`src/rtl/ef_uart_tx_arbiter.sv`:
```
// ef_uart_tx_arbiter
//   Round-robin, packet-locked arbiter that lets NUM_REQ byte-stream
//   requesters share one EF_UART TX FIFO write port. A grant is held for a
//   whole packet (until req_last is accepted) or until the owner has been
//   starved for TIMEOUT consecutive cycles.
//   Optional build macro: EF_UART_TX_ARB_PRIO_EN makes requester 0 high
//   priority in IDLE (it never preempts a packet in progress).
module ef_uart_tx_arbiter #(
  parameter int unsigned NUM_REQ = 4,
  parameter int unsigned DW      = 8,
  parameter int unsigned TIMEOUT = 1024
) (
  input  logic                       clk,
  input  logic                       rst_n,
  input  logic                       en,
  input  logic [NUM_REQ-1:0]         req_valid,
  input  logic [NUM_REQ*DW-1:0]      req_data,
  input  logic [NUM_REQ-1:0]         req_last,
  output logic [NUM_REQ-1:0]         req_ready,
  input  logic                       fifo_full,
  output logic                       fifo_wr,
  output logic [DW-1:0]              fifo_wdata,
  output logic [$clog2(NUM_REQ)-1:0] grant_id,
  output logic                       busy,
  output logic                       timeout
);

  localparam int unsigned   GW         = $clog2(NUM_REQ);
  localparam int unsigned   CW         = (TIMEOUT > 1) ? $clog2(TIMEOUT) : 1;
  localparam logic [CW-1:0] STARVE_MAX = CW'(TIMEOUT - 1);
  localparam logic [GW-1:0] LAST_IDX   = GW'(NUM_REQ - 1);

  typedef enum logic {
    S_IDLE = 1'b0,
    S_XFER = 1'b1
  } state_e;

  state_e        state_q,  state_d;
  logic [GW-1:0] grant_q,  grant_d;
  logic [GW-1:0] rr_ptr_q, rr_ptr_d;
  logic [CW-1:0] starve_q, starve_d;

  logic          cur_valid;
  logic          cur_last;
  logic [DW-1:0] cur_data;
  logic          xfer_go;
  logic          starved;
  logic          expire;
  logic          win_found;
  logic [GW-1:0] win_idx;
  logic [GW-1:0] ptr_after;
  int unsigned   cand;

  // State register: FSM state, owner, round-robin pointer, starvation counter
  always_ff @(posedge clk or negedge rst_n) begin
    if (!rst_n) begin
      state_q  <= S_IDLE;
      grant_q  <= '0;
      rr_ptr_q <= '0;
      starve_q <= '0;
    end else begin
      state_q  <= state_d;
      grant_q  <= grant_d;
      rr_ptr_q <= rr_ptr_d;
      starve_q <= starve_d;
    end
  end

  // Owner's stream selected by the registered grant, plus per-cycle XFER events
  always_comb begin
    cur_valid = 1'b0;
    cur_last  = 1'b0;
    cur_data  = '0;
    for (int unsigned i = 0; i < NUM_REQ; i++) begin
      if (grant_q == GW'(i)) begin
        cur_valid = req_valid[i];
        cur_last  = req_last[i];
        cur_data  = req_data[i*DW +: DW];
      end
    end
    xfer_go = (state_q == S_XFER) && cur_valid && !fifo_full;
    starved = (state_q == S_XFER) && !cur_valid;
    expire  = starved && (starve_q == STARVE_MAX);
  end

  // Arbitration policy: first valid index scanning upward from rr_ptr, and the
  // pointer value to adopt when the current owner releases
  always_comb begin
    win_found = 1'b0;
    win_idx   = '0;
    cand      = 0;
    for (int unsigned o = 0; o < NUM_REQ; o++) begin
      cand = 32'(rr_ptr_q) + o;
      if (cand >= NUM_REQ) cand = cand - NUM_REQ;
      for (int unsigned j = 0; j < NUM_REQ; j++) begin
        if (!win_found && (cand == j) && req_valid[j]) begin
          win_found = 1'b1;
          win_idx   = GW'(j);
        end
      end
    end
    ptr_after = (grant_q == LAST_IDX) ? '0 : grant_q + GW'(1);
`ifdef EF_UART_TX_ARB_PRIO_EN
    // Requester 0 bypasses the rotation and leaves the pointer where it was
    if (req_valid[0]) begin
      win_found = 1'b1;
      win_idx   = '0;
    end
    if (grant_q == '0) ptr_after = rr_ptr_q;
`endif
  end

  // Next-state: arbitrate in IDLE, hold the grant through the packet in XFER
  always_comb begin
    state_d  = state_q;
    grant_d  = grant_q;
    rr_ptr_d = rr_ptr_q;
    starve_d = starve_q;
    unique case (state_q)
      S_IDLE: begin
        if (en && win_found) begin
          grant_d  = win_idx;
          starve_d = '0;
          state_d  = S_XFER;
        end
      end
      S_XFER: begin
        if (xfer_go) begin
          starve_d = '0;
          if (cur_last) begin
            state_d  = S_IDLE;
            rr_ptr_d = ptr_after;
          end
        end else if (expire) begin
          state_d  = S_IDLE;
          rr_ptr_d = ptr_after;
          starve_d = '0;
        end else if (starved) begin
          starve_d = starve_q + CW'(1);
        end
      end
      default: state_d = S_IDLE;
    endcase
  end

  // Outputs: FIFO write port and ready are driven only for the owner in XFER
  always_comb begin
    req_ready  = '0;
    fifo_wr    = 1'b0;
    fifo_wdata = '0;
    busy       = 1'b0;
    timeout    = 1'b0;
    grant_id   = grant_q;
    if (state_q == S_XFER) begin
      busy       = 1'b1;
      fifo_wr    = cur_valid && !fifo_full;
      fifo_wdata = cur_data;
      timeout    = expire;
      for (int unsigned i = 0; i < NUM_REQ; i++) begin
        if (grant_q == GW'(i)) req_ready[i] = !fifo_full;
      end
    end
  end

endmodule

```
`config.mk`:
```
export PLATFORM = sky130hd
export DESIGN_NAME = ef_uart_tx_arbiter
export DESIGN_NICKNAME = d
export VERILOG_FILES = /design/src/rtl/ef_uart_tx_arbiter.sv
export SDC_FILE = /design/constraint.sdc
export NUM_CORES = 1
export LEC_CHECK = 0
export ABC_AREA = 1
export BUFFER_PORTS_ARGS = -buffer_cell sky130_fd_sc_hd__buf_2
export CAP_MARGIN = 0
export CORE_MARGIN = 1.5
export CORE_UTILIZATION = 50
export DETAILED_ROUTE_END_ITERATION = 8
export PLACE_DENSITY_LB_ADDON = 0.08
export SYNTH_ARGS = -nofsm -noshare
export SYNTH_HDL_FRONTEND = slang
export SYNTH_SLANG_ARGS = --single-unit
```
`constraint.sdc`:
```
create_clock -name clk -period 3.1 [get_ports clk]
set_input_delay 0.62 -clock clk [delete_from_list [all_inputs] [get_ports clk]]
set_output_delay 0.62 -clock clk [all_outputs]
set_load 0.02 [all_outputs]
```
==> results.toml, run 1 <==
[synthesis]
synthAdderAreaFrac_pct = 4.00
ys_warn_count = 0
synth_cells = 242
syn-num-nets = 291
synthFlopType = "dfrtp_1"
synth-simple-area-share_pct = 41.2
seq_area_frac_synth_pct = 24.0
syn-mean-instance-area_sq_um = 6.46
synthMuxAreaShare_pct = 0.641
synth-compound-area-share_pct = 18.5
yosysUniqueCellTypes = 31
synth_area_sq_um = 1560
synthArstFlopShare_pct = 100
synth_edf_count = 0
ys_seq_elements = 15
synth_top_family_by_area = "simple AND/OR/NAND/NOR gates"
synth_xor_area_share_pct = 2.80

[clocking]
root_buffer = "clkbuf_4"
cts_tree = "built"
clockBufferDepth = 2
holdBufCountCts = 0
cts_buffers = 3
postCtsSetupRepairBufs = 0
worstSkewPairLatency_ns = 0.29
clkTransAtPathRegs_ns = 0.10
clock-sinks = 15
htree_levels = 1
post_cts_resized = 0

[route]
ant_nets = 0
wl_per_cell_um = 11.9
drt-initial-drc-count = 119
vias = 1762
wl_mm = 3.94
dr.pass1.iters = 4
drc = 0
via_per_inst = 5.31

[sta]
fin_crit_ns = 2.88
hold_viol_final = 0
worst_pin_slew_ns = 0.679
fin_skew_ns = 0.00645
tns_ns = 0
setup_viol = 0
relSlewSlack_pct = 54.6
drv_slew = 0
fmaxAchievable_ghz = 0.347
rsz0062_at_grt = "false"
finalCritPeriodShare_pct = 92.9

[cells_and_area]
mostFrequentLayoutCell = "buf_2"
multi_input_area_sq_um = 1050
post-route-cell-area_sq_um = 1900
final_nets = 349
fill_cells = 293
final_cell_mix = "60 x buf_2, 49 x nand2_1, 35 x nor2_1"
antennaDiodeCount = 0
syn2layout_area_growth_pct = 21.6
drive_gt1_share_pct = 31.4
seqCellArea_sq_um = 375

[global_route]
gr-usage-all-layers_pct = 23.7
overflow = 0
antenna_found_initial = 0
grt_max_degree = 21
grt_pass1_vias = 1504
grt_pass1_wl_mm = 6.48

[worst_setup_path]
worstSetupEndpointType = "primary output"
crit_fanout = 10
crit_path_start_kind = "register"
worstSetupPathType = "reg2out"
required_ns = 2.48
crit_arrival_ns = 2.26

[die]
start_util_pct = 52.0
pin_count = 61
fp.dieArea_sq_um = 3470
core_region_area_sq_um = 3000
die_x_um = 58.9
die_y_um = 58.9
num_rows = 20

[outcome]
outcome = "finished, final reports clean"

[min_path]
hp-class = "in2async"

[pwr]
power-per-cell-area_nw_per_um2 = 854
p_clk_share_pct = 7.2
combPwrFrac_pct = 72.8
peakVddDrop_v = 0.000422
power_switching_w = 0.000923
switching_share_pct = 56.8
intPower_w = 0.000701
p_leak_nw = 0.979
seqPwrFrac_pct = 20.0

[placement]
gp_congestion = 0.831
portBuffers = 60
placed_cell_area_sq_um = 1870
dp_hpwl_mm = 3.10

[flow_run]
drv_cap = 0
## final timing paths
path                              from  slack [ns]  cells past startpoint     endpoint
max reg2reg                grant_id[0]        0.45                     10  starve_q[4]
max                        grant_id[0]        0.22                      9      fifo_wr
min in group clk           starve_q[3]        0.53                      2  starve_q[3]
min                              rst_n        0.21                      1  starve_q[3]
max in group asynchronous        rst_n        2.64                      1  starve_q[2]
min reg2reg                starve_q[3]        0.53                      2  starve_q[3]
## cells by family after synthesis
kind of cell    after synthesis
simple gates                128
flops                        15
buf+inv                      33
compound gates               55
mux                           1
xor+xnor                      5
fa+ha+maj                     5
## routing by layer
| metal | part of all wire (%) | global-route usage (%) | vias up | wire length (um) |
|---|---|---|---|---|
| met5 | 0 | 0 | - | 0 |
| met4 | 1.5 | 7.47 | 0 | 59 |
| met3 | 7.3 | 5.05 | 6 | 289 |
| met2 | 44 | 37.1 | 58 | 1720 |
| met1 | 47 | 32.7 | 778 | 1870 |
| li1 | - | - | 920 | - |
## sequential cells by signal, indices dropped and copies added, names as in the netlist
| register | count |
|---|---|
| grant_id | 2 |
| state_q | 1 |
| rr_ptr_q | 2 |
| starve_q | 10 |
## worst max-delay path: stages, from the launching register on
cell and delay, ns:
dfrtp_1 0.44, inv_1 0.12, ha_1 0.36, inv_1 0.10, o21ai_1 0.13, o211ai_1 0.10
a22oi_1 0.28, nand2_1 0.20, inv_1 0.08, buf_2 0.16
## Yosys cell counts, drive strengths merged, types with 3 or more instances
library cell,number,area share (%)
ha,5,4.0
nand4,5,2.8
o21ai,32,10
xor2,5,2.8
nor2,38,9.9
nor3b,3,1.4
nor3,3,0.96
dfrtp,15,24
inv,24,5.8
a21oi,18,5.8
nand3,21,10
buf,5,2.2
nand2,56,15
clkbuf,4,0.96
## stage by stage
step                      hold slack (ns)  utilization (%)  setup WS, ns  total power, W  instances
after global routing                0.216             63.3       0.00450         0.00181        332
final                               0.212             63.3         0.220         0.00162        332
after detailed placement            0.511             62.3         0.463         0.00151        328
after global placement              0.507             62.3         0.541         0.00151        328
after floorplan                     0.324                -         0.572         0.00123        242
after CTS                           0.223             63.3         0.199         0.00163        332
## layout make-up
| class | instances | area share (%) |
|---|---|---|
| multi-input cells | 194 | 55.2 |
| flip-flops and latches | 15 | 19.7 |
| repair buffers | 62 | 16.6 |
| inverters | 24 | 4.74 |
| well taps | 33 | 2.17 |
| clock buffers | 3 | 1.18 |
| clock inverters | 1 | 0.395 |
## power groups by stage
stage          Clock, W  Combinational, W  Sequential, W
2_1_floorplan         0          0.000911       0.000321
3_3_place_gp          0           0.00118       0.000323
3_5_place_dp          0           0.00118       0.000326
4_1_cts        0.000121           0.00119       0.000322
5_1_grt        0.000131           0.00135       0.000335
6_report       0.000117           0.00118       0.000324
Power figures use the tool's default switching activity.
==> run 2, diff against run 1 <==
--- a/config.mk
+++ b/config.mk
@@ -8,10 +8,11 @@
 export ABC_AREA = 1
 export BUFFER_PORTS_ARGS = -buffer_cell sky130_fd_sc_hd__buf_2
 export CAP_MARGIN = 0
-export CORE_MARGIN = 1.5
+export CORE_MARGIN = 2
 export CORE_UTILIZATION = 50
+export CTS_BUF_LIST = sky130_fd_sc_hd__clkbuf_4
 export DETAILED_ROUTE_END_ITERATION = 8
-export PLACE_DENSITY_LB_ADDON = 0.08
+export PLACE_DENSITY = 0.88
 export SYNTH_ARGS = -nofsm -noshare
 export SYNTH_HDL_FRONTEND = slang
 export SYNTH_SLANG_ARGS = --single-unit
==> run 2 against run 1 <==
Power up 1.9%. Combinational power up 3%. Critical path depth down 1. Final cell count down 0.30%. Fmax up 2.2%. Sequential cell count unchanged. Core utilization unchanged. Setup slack better by 0.063 ns. Critical endpoint unchanged. Largest cell class unchanged.
==> results.toml, run 2 (synthesis results as in run 1) <==
[sta]
relSlewSlack_pct = 69.8
worst_pin_slew_ns = 0.453
fin_skew_ns = 0.00258
drv_slew = 0
fin_ws_ns = 0.283
tns_ns = 0
setup_viol = 0
hold_viol_final = 0
fmaxAchievable_ghz = 0.355
rsz0062_at_grt = "false"
fin_crit_ns = 2.82
finalCritPeriodShare_pct = 90.9
holdWs_ns = 0.219

[clocking]
clockBufferDepth = 2
worstSkewPairLatency_ns = 0.28
root_buffer = "clkbuf_4"
clkTransAtPathRegs_ns = 0.08
cts_buffers = 3
htree_levels = 1
holdBufCountCts = 0
clock-sinks = 15
postCtsSetupRepairBufs = 0
cts_tree = "built"

[global_route]
gr-usage-all-layers_pct = 23.0
grt_max_degree = 21
antenna_found_initial = 0
grt_pass1_wl_mm = 6.22
grt_pass1_vias = 1522
overflow = 0

[placement]
gp_congestion = 0.847
pre_cts_ws_ns = 0.415
placed_cells = 327
portBuffers = 60
dp_hpwl_mm = 3.15

[cells_and_area]
fill_cells = 277
final_cells = 331
max_flop_register = "starve_q"
drive_gt1_share_pct = 31.9
syn2layout_area_growth_pct = 21.6
mostFrequentLayoutCell = "buf_2"
final_nets = 348
final_cell_mix = "60 x buf_2, 49 x nand2_1, 35 x nor2_1"
antennaDiodeCount = 0
largest_reg_flops = 10

[route]
dr.pass1.iters = 5
wl_per_cell_um = 11.8
wl_met1_mm = 1.65
drc = 0
vias = 1763
via_per_inst = 5.33
wl_mm = 3.91
dr.max_layer_used = "met4"
ant_nets = 0
met3WireLength_um = 327
wl_met2_mm = 1.88
drt-initial-drc-count = 98

[die]
fp.dieArea_sq_um = 3590
pin_count = 61
die_x_um = 59.9
die_y_um = 59.9
start_util_pct = 52.0
core_region_area_sq_um = 3000
num_rows = 20

[worst_setup_path]
crit_arrival_ns = 2.20
crit_path_start_kind = "register"
worstSetupEndpointType = "primary output"
worstSetupPathType = "reg2out"
crit_fanout = 17
required_ns = 2.48

[pwr]
peakVddDrop_v = 0.000359
power-per-cell-area_nw_per_um2 = 871
power_w = 0.00165
p_leak_nw = 0.977

[outcome]
outcome = "finished, final reports clean"

[flow_run]
drv_cap = 0

[min_path]
hp-class = "in2async"
-- run 2: changes by cell type in the layout (fill, tap and decap cells not counted), sizes merged --
cell      change
buf           -1
clkbuf        +1
clkinvlp      -1
-- run 2: repair_timing --
action	in CTS	in global routing
endpoints found under the hold margin	0	0
endpoints found under the setup margin	0	1
gates resized for setup	0	2
-- run 2: final timing paths --
check                             from     endpoint  slack (ns)  depth (start not counted)
setup / recovery           grant_id[0]      fifo_wr        0.28                          8
hold / removal                   rst_n  starve_q[6]        0.22                          1
setup reg to reg           grant_id[0]  starve_q[2]        0.73                         11
hold reg to reg            starve_q[3]  starve_q[3]        0.53                          2
max in group asynchronous        rst_n  grant_id[1]        2.64                          1
min in group clk           starve_q[3]  starve_q[3]        0.53                          2
-- run 2: power by group --
part           internal [W]  total (W)  switching [W]
Sequential         0.000247   0.000319      0.0000718
Combinational      0.000408    0.00122       0.000809
Clock             0.0000588   0.000119      0.0000607
Total              0.000714    0.00165       0.000941
-- run 2: layout make-up --
cell class | count | area (sq um) | share of cell area [%]
clock buffer | 4 | 30.0 | 1.58
multi-input combinational | 194 | 1060 | 55.6
sequential | 15 | 375 | 19.7
tap | 33 | 41.3 | 2.17
inverter | 24 | 90.1 | 4.74
timing repair buffer | 61 | 308 | 16.2
-- run 2: critical path, stage by stage, from the launching register on --
cell	delay (ns)
dfrtp_1	0.43
inv_1	0.10
ha_1	0.26
inv_1	0.31
o211ai_1	0.17
a22oi_2	0.23
nand2_1	0.17
inv_1	0.08
buf_2	0.16
-- run 2: through the flow --
stage	utilization (%)	instance area, sq um
floorplan	-	1560
global placement	62.0	1860
detailed placement	62.0	1860
CTS	63.0	1890
global route	63.3	1900
finish	63.3	1900
-- run 2: per-layer routing --
layer  vias to the layer above  global-route usage, %
met3                         6                   5.63
met4                         0                   8.25
li1                        918                      -
met5                         -                      0
met2                        56                   42.1
met1                       783                   25.6
==> run 3, diff against run 2 <==
--- a/config.mk
+++ b/config.mk
@@ -8,11 +8,14 @@
 export ABC_AREA = 1
 export BUFFER_PORTS_ARGS = -buffer_cell sky130_fd_sc_hd__buf_2
 export CAP_MARGIN = 0
+export CELL_PAD_IN_SITES_DETAIL_PLACEMENT = 0
+export CELL_PAD_IN_SITES_GLOBAL_PLACEMENT = 1
 export CORE_MARGIN = 2
-export CORE_UTILIZATION = 50
+export CORE_UTILIZATION = 37
 export CTS_BUF_LIST = sky130_fd_sc_hd__clkbuf_4
 export DETAILED_ROUTE_END_ITERATION = 8
-export PLACE_DENSITY = 0.88
+export PLACE_DENSITY = 0.95
+export REMOVE_ABC_BUFFERS = 1
 export SYNTH_ARGS = -nofsm -noshare
 export SYNTH_HDL_FRONTEND = slang
 export SYNTH_SLANG_ARGS = --single-unit
==> run 3 against run 2 <==
Combinational power about the same. Fmax increased by 0.22%. Hold slack about the same. Wire length increased by 1.8%. Sequential share of layout area decreased by 0.29 points. Clock power increased by 4%. Count of clock-buffer cells in the layout unchanged. Register-to-register slack improved by 0.02 ns. Die area increased by 33%. Critical path type unchanged. Largest cell class unchanged. Largest power group unchanged.
==> results.toml, run 3 (synthesis results as in run 1) <==
[placement]
portBuffers = 60
placed_cells = 345
dp_hpwl_mm = 3.10
gp_congestion = 0.833

[route]
via_per_inst = 4.97
wl_per_cell_um = 11.4
vias = 1735
drt-initial-drc-count = 56
drc = 0
wl_mm = 3.98
ant_nets = 0
dr.pass1.iters = 4

[pwr]
peakVddDrop_v = 0.000246
power-per-cell-area_nw_per_um2 = 853
p_leak_nw = 0.981
power_w = 0.00165

[die]
start_util_pct = 38.8
num_rows = 23
die_y_um = 69.0
fp.dieArea_sq_um = 4760
core_region_area_sq_um = 4030
pin_count = 61
die_x_um = 69.0

[clocking]
clkTransAtPathRegs_ns = 0.09
clock-sinks = 15
clockBufferDepth = 2
root_buffer = "clkbuf_4"
htree_levels = 1
worstSkewPairLatency_ns = 0.29
cts_tree = "built"
holdBufCountCts = 0
cts_buffers = 3

[global_route]
overflow = 0
grt_pass1_vias = 1477
antenna_found_initial = 0
gr-usage-all-layers_pct = 16.8
grt_pass1_wl_mm = 6.18
grt_max_degree = 21

[cells_and_area]
mostFrequentLayoutCell = "buf_2"
final_nets = 349
final_cell_mix = "60 x buf_2, 49 x nand2_1, 35 x nor2_1"
max_flop_register = "starve_q"
largest_reg_flops = 10
antennaDiodeCount = 0
syn2layout_area_growth_pct = 23.5
final_cells = 349
drive_gt1_share_pct = 32.1

[sta]
finalCritPeriodShare_pct = 90.7
setup_viol = 0
relSlewSlack_pct = 66.6
fin_crit_ns = 2.81
worst_pin_slew_ns = 0.500
tns_ns = 0
fmaxAchievable_ghz = 0.356
drv_slew = 0
rsz0062_at_grt = "false"
fin_skew_ns = 0.00463
hold_viol_final = 0

[flow_run]
drv_cap = 0

[min_path]
hp-class = "in2async"

[worst_setup_path]
worstSetupPathType = "reg2out"
crit_arrival_ns = 2.19
required_ns = 2.48
crit_fanout = 12
reg2reg_slack_ns = 0.75
ff2ff_path_depth = 12
rr_startpoint = "grant_id[1]"
crit_path_start_kind = "register"
crit_end = "fifo_wr"
worstSetupEndpointType = "primary output"
reg2reg_to = "starve_q[2]"
critPathLaunch = "grant_id[1]"

[outcome]
outcome = "finished, final reports clean"
[run 3: area by class of cell]
| cell class | instances | area (sq um) |
|---|---|---|
| fillers | 424 | 2100 |
| multi-input cells | 194 | 1060 |
| flip-flops and latches | 15 | 375 |
| repair buffers | 62 | 315 |
| inverters | 24 | 90.1 |
| well taps | 50 | 62.6 |
| clock buffers | 4 | 30.0 |
[run 3: how the worst min path moves through the flow]
stage | endpoint | slack, ns | cells past startpoint
after floorplan | grant_id[0] | 0.32 | 0
after global placement | starve_q[3] | 0.50 | 2
after detailed placement | starve_q[3] | 0.51 | 2
after CTS | starve_q[7] | 0.22 | 1
after global routing | starve_q[8] | 0.23 | 1
final | starve_q[8] | 0.22 | 1
[run 3: per-layer routing]
layer,share of wire (%),up-vias,global-route usage (%)
li1,-,921,-
met1,46,744,19.9
met2,43,68,30.4
met3,9.9,2,5.36
met4,0.25,0,2.21
met5,0,-,0
[run 3: timing repair]
action | in CTS | in global routing
setup buffers | 0 | 0
endpoints found under the setup margin | 0 | 2
resized for setup | 0 | 2
[run 3: critical path, stage by stage (launching register included)]
cell      delay [ns]
dfrtp_1         0.44
inv_1           0.10
ha_2            0.28
inv_1           0.21
o21ai_1         0.13
o211ai_1        0.11
a22oi_2         0.22
nand2_1         0.17
inv_1           0.07
buf_2           0.16
[run 3: through the flow]
stage | utilization [%] | area (sq um) | hold WS, ns | setup slack [ns]
3_5_place_dp | 47.0 | 1890 | 0.509 | 0.366
2_1_floorplan | - | 1510 | 0.324 | 0.449
5_1_grt | 47.9 | 1930 | 0.232 | 0.0424
3_3_place_gp | 47.0 | 1890 | 0.500 | 0.486
6_report | 47.9 | 1930 | 0.219 | 0.290
4_1_cts | 47.7 | 1920 | 0.220 | 0.0195
[run 3: power by group]
part	switching, W	total [W]	internal, W
Combinational	0.000783	0.00120	0.000415
Clock	0.0000656	0.000124	0.0000588
Sequential	0.0000770	0.000324	0.000247
